--- config.mk ---
export PLATFORM = sky130hd
export DESIGN_NAME = seletor_operador
export DESIGN_NICKNAME = d
export VERILOG_FILES = /design/src/rtl/seletor_operador.sv
export SDC_FILE = /design/constraint.sdc
export NUM_CORES = 1
export LEC_CHECK = 0
export CAP_MARGIN = 25
export CELL_PAD_IN_SITES_DETAIL_PLACEMENT = 1
export CELL_PAD_IN_SITES_GLOBAL_PLACEMENT = 2
export CORE_UTILIZATION = 35
export CTS_CLUSTER_SIZE = 10
export DETAILED_ROUTE_END_ITERATION = 10
export PLACE_DENSITY = 0.86
export SKIP_LAST_GASP = 1
export SLEW_MARGIN = 15
export SYNTH_ARGS = -nofsm -noshare
export SYNTH_HDL_FRONTEND = slang
export SYNTH_SLANG_ARGS = --single-unit
--- constraint.sdc ---
create_clock -name clk -period 3.96 [get_ports clk]
set_clock_uncertainty 0.05 [all_clocks]
set_input_delay 0.99 -clock clk [delete_from_list [all_inputs] [get_ports clk]]
set_output_delay 0.99 -clock clk [all_outputs]
set_load 0.01 [all_outputs]
--- src/rtl/seletor_operador.sv ---
// Operator selector for the ULA: synchronizes, debounces and edge-detects three buttons,
// steps a 3-bit operator code and commits it on confirm. Debouncer enabled by SELETOR_OPERADOR_DEBOUNCE_EN.
module seletor_operador #(
    parameter int DEBOUNCE_CYCLES = 16
) (
    input  logic       clk,
    input  logic       rst,
    input  logic       btn_prox,
    input  logic       btn_ant,
    input  logic       btn_conf,
    output logic [2:0] op,
    output logic [2:0] op_conf,
    output logic       conf_pulse,
    output logic       editando
);

    localparam int         NB     = 3;
    localparam logic [2:0] OP_MAX = 3'b110;

    if (DEBOUNCE_CYCLES < 2) begin : g_param_chk
        $error("seletor_operador: DEBOUNCE_CYCLES must be >= 2");
    end

    typedef enum logic {
        ST_EDIT = 1'b0,
        ST_LOCK = 1'b1
    } state_t;

    // Bit order for all per-button vectors: [0] prox, [1] ant, [2] conf.
    logic [NB-1:0] btn_raw;
    logic [NB-1:0] s1_q;
    logic [NB-1:0] s2_q;
    logic [NB-1:0] db_lvl;
    logic [NB-1:0] db_dly_q;
    logic [NB-1:0] pres;

    assign btn_raw = {btn_conf, btn_ant, btn_prox};

    always_ff @(posedge clk or posedge rst) begin
        if (rst) begin
            s1_q     <= '0;
            s2_q     <= '0;
            db_dly_q <= '0;
        end else begin
            s1_q     <= btn_raw;
            s2_q     <= s1_q;
            db_dly_q <= db_lvl;
        end
    end

`ifdef SELETOR_OPERADOR_DEBOUNCE_EN
    localparam int                CNT_W   = $clog2(DEBOUNCE_CYCLES);
    localparam logic [CNT_W-1:0] CNT_MAX = CNT_W'(DEBOUNCE_CYCLES - 1);

    logic [CNT_W-1:0] cnt_q [NB];
    logic [CNT_W-1:0] cnt_d [NB];
    logic [NB-1:0]    db_q;
    logic [NB-1:0]    db_d;

    // Counter only runs while the synchronized input disagrees with the debounced level.
    always_comb begin
        db_d = db_q;
        for (int i = 0; i < NB; i++) begin
            cnt_d[i] = '0;
            if (s2_q[i] != db_q[i]) begin
                if (cnt_q[i] == CNT_MAX) begin
                    db_d[i] = s2_q[i];
                end else begin
                    cnt_d[i] = cnt_q[i] + 1'b1;
                end
            end
        end
    end

    always_ff @(posedge clk or posedge rst) begin
        if (rst) begin
            db_q <= '0;
            for (int i = 0; i < NB; i++) begin
                cnt_q[i] <= '0;
            end
        end else begin
            db_q <= db_d;
            for (int i = 0; i < NB; i++) begin
                cnt_q[i] <= cnt_d[i];
            end
        end
    end

    assign db_lvl = db_q;
`else
    assign db_lvl = s2_q;
`endif

    assign pres = db_lvl & ~db_dly_q;

    state_t     state_q, state_d;
    logic [2:0] op_q, op_d;
    logic [2:0] op_conf_q, op_conf_d;
    logic       conf_pulse_q, conf_pulse_d;
    logic       pres_prox, pres_ant, pres_conf;

    assign pres_prox = pres[0];
    assign pres_ant  = pres[1];
    assign pres_conf = pres[2];

    always_ff @(posedge clk or posedge rst) begin
        if (rst) begin
            state_q      <= ST_EDIT;
            op_q         <= 3'b000;
            op_conf_q    <= 3'b000;
            conf_pulse_q <= 1'b0;
        end else begin
            state_q      <= state_d;
            op_q         <= op_d;
            op_conf_q    <= op_conf_d;
            conf_pulse_q <= conf_pulse_d;
        end
    end

    // Confirm outranks stepping; next+previous together cancel out.
    always_comb begin
        state_d      = state_q;
        op_d         = op_q;
        op_conf_d    = op_conf_q;
        conf_pulse_d = 1'b0;
        unique case (state_q)
            ST_EDIT: begin
                if (pres_conf) begin
                    op_conf_d    = op_q;
                    conf_pulse_d = 1'b1;
                    state_d      = ST_LOCK;
                end else if (pres_prox && !pres_ant) begin
                    op_d = (op_q == OP_MAX) ? 3'b000 : op_q + 3'd1;
                end else if (pres_ant && !pres_prox) begin
                    op_d = (op_q == 3'b000) ? OP_MAX : op_q - 3'd1;
                end
            end
            ST_LOCK: begin
                if (pres_prox || pres_ant) begin
                    state_d = ST_EDIT;
                end
            end
            default: state_d = ST_EDIT;
        endcase
    end

    assign op         = op_q;
    assign op_conf    = op_conf_q;
    assign conf_pulse = conf_pulse_q;
    assign editando   = (state_q == ST_EDIT);

endmodule
==> impl_metrics.toml <==
[routing]
drtIter0Drc = 7
drt_wl_total_um = 1276
viasPerCell = 4.770
dr.pass1.iters = 3
drc = 0
vias = 477
wire_per_inst_um = 12.76
postRouteAntennaNets = 0

[setup_path]
worstPathCellList = "clkdlybuf4s50_1"
cp_num_buf_inv = 1
crit_path_end_kind = "output pin"
crit_path_max_incr_delay_ns = 0.58
r2r_slack_ns = 2.13
rr_endpoint = "op[2]"
critPathMaxFanout = 7
startpoint_type = "flip-flop"
crit_slowest_cell = "clkdlybuf4s50_1"
worstPathRequired_ns = 2.92
r2r-start = "db_lvl[0]"
criticalPathCategory = "flip-flop to output pin"
path_delay_family = "buffers and inverters"
arrival_ns = 1.34
r2r_cells = 5

[global_route]
grt_usage_pct = 14.16
grt_pass1_vias = 435
gr-total-overflow = 0
grt_first_pass_wirelength_um = 2145
antenna_found_initial = 0
grt_max_degree = 18

[sta]
final.period_utilization_pct = 60.09
setup_viol = 0
fin_setup_tns_ns = 0
rsz0062_at_grt = "false"
tightest_slew_ns = 0.6190
slew_violations = 0
holdWs_ns = 0.3047
slew_headroom_pct = 58.69
clock.fmax_ghz = 0.4202
finalHoldViolations = 0
finalWorstSetupSlack_ns = 1.580
min_period_ns = 2.380

[floorplanning]
dieArea_um2 = 2301
coreArea_um2 = 1982
num_io_pins = 13
die_y_um = 47.97
die_w_um = 47.97
num_rows = 16
start_util_pct = 37.31

[synth]
yosys.area.top_type = "dfrtp_1"
synth.area.top_cells = "dfrtp_1, ha_1, mux2_2"
post-synth-top-area-fraction_pct = 57.53
ys_types = 21
ys_async_sr_fraction_pct = 100.0
ys_ff_latch = 17
yosysSeqAreaShare_pct = 57.53
ys.flop_type = "dfrtp_1"
netlist_instances = 58
syn-cell-area_um2 = 739.5
avgSynthCellArea_um2 = 12.75
synth_edf_count = 0
syn_nets = 70
yosysWarnings = 0

[cts]
clkTransAtPathRegs_ns = 0.09
cts_buffers = 3
ctsHoldBuffers = 0
clock_path_buffers = 2
worstSkewPairLatency_ns = 0.28
cts_resized = 0
cts_num_sinks = 17
cts-htree-levels = 1
cts_setup_buffers = 0
cts_root_buf = "clkbuf_4"
cts_tree = "done"

[placed_design]
gp_congestion = 0.6991
pre_cts_ws_ns = 1.891
dpl.hpwl_um = 1006
portBuffers = 12
dp.cells = 96
place_area_um2 = 889.6

[power_and_ir_drop]
ir_drop_uv = 367.9
powerDensity_nw_per_um2 = 596.1
totalPowerFinal_uw = 546.0
p_leak_nw = 0.4076

[min_path]
hold_depth = 0
hp-start = "s1_q[1]"
min_path_type = "flip-flop to flip-flop"
min_delay_worst_endpoint = "db_lvl[1]"

[run_status]
status = "finished, final reports clean"

[finish]
layout.nets = 86
insertedDiodeCount = 0
fin_cells = 100
final_area_um2 = 915.9
fin_util_pct = 46.21
final_layout_size_suffix_gt1_share_pct = 13.70
nFillCells = 206
area_delta_synth_final_pct = 23.86

[job]
maxCapViolations = 0
routing by layer:
layer	global-route usage, %	wire length, um
met1	20.67	601
met3	4.906	39
met4	6.667	23
met5	0	0
met2	18.65	612
where the power goes:
part	internal, mW	switching (mW)	total (mW)
combinational	0.122	0.0902	0.212
sequential	0.210	0.0359	0.246
clock	0.0391	0.0487	0.0878
total	0.371	0.175	0.546
sequential cells by signal, summed over array words and instances (netlist names):
register / flops
db_dly_q: 3
op_conf: 3
state_q: 1
conf_pulse: 1
op: 3
s1_q: 3
db_lvl: 3
logic make-up after synthesis:
| kind of cell | synth area share, % |
|---|---|
| muxes | 4.568 |
| adders and majority gates | 11.84 |
| DFF | 57.53 |
| and+or+nand+nor | 14.21 |
| buffers and inverters | 3.045 |
| AOI/OAI and AO/OA | 8.800 |
worst max path at each step:
stage	endpoint	from	cells after the start	slack, ns
2_1_floorplan	op[2]	db_lvl[0]	5	2.25
3_3_place_gp	op[0]	op[0]	1	1.91
3_5_place_dp	op[2]	op[2]	1	1.89
4_1_cts	op[2]	op[2]	1	1.57
5_1_grt	op[0]	op[0]	1	1.53
6_report	op[0]	op[0]	1	1.58
cells in the final DEF, fill, tap and decap left out, drive strengths merged, types with 3 or more instances in the layout:
cell / Yosys / final
clkdlybuf4s50: 0 / 12
o21ai: 4 / 4
ha: 7 / 7
clkbuf: 1 / 4
nor2b: 4 / 4
dfrtp: 17 / 17
mux2: 3 / 3
inv: 5 / 5
nor2: 3 / 3
cell type report:
| cell class | count | area (um2) | area share [%] |
|---|---|---|---|
| multi-input cells | 35 | 291.5 | 31.83 |
| flip-flops and latches | 17 | 425.4 | 46.45 |
| clock buffers | 4 | 26.28 | 2.869 |
| well taps | 27 | 33.78 | 3.689 |
| inverters | 5 | 18.77 | 2.049 |
| repair buffers | 12 | 120.1 | 13.11 |
cell usage after synthesis (2+ instances only):
cell     instances
mux2_2           3
nor3_1           2
nor2_1           3
inv_1            5
dfrtp_1         17
and2_1           2
nor2b_1          3
ha_1             7
o21ai_0          4
(Power assumes the default switching activity.)
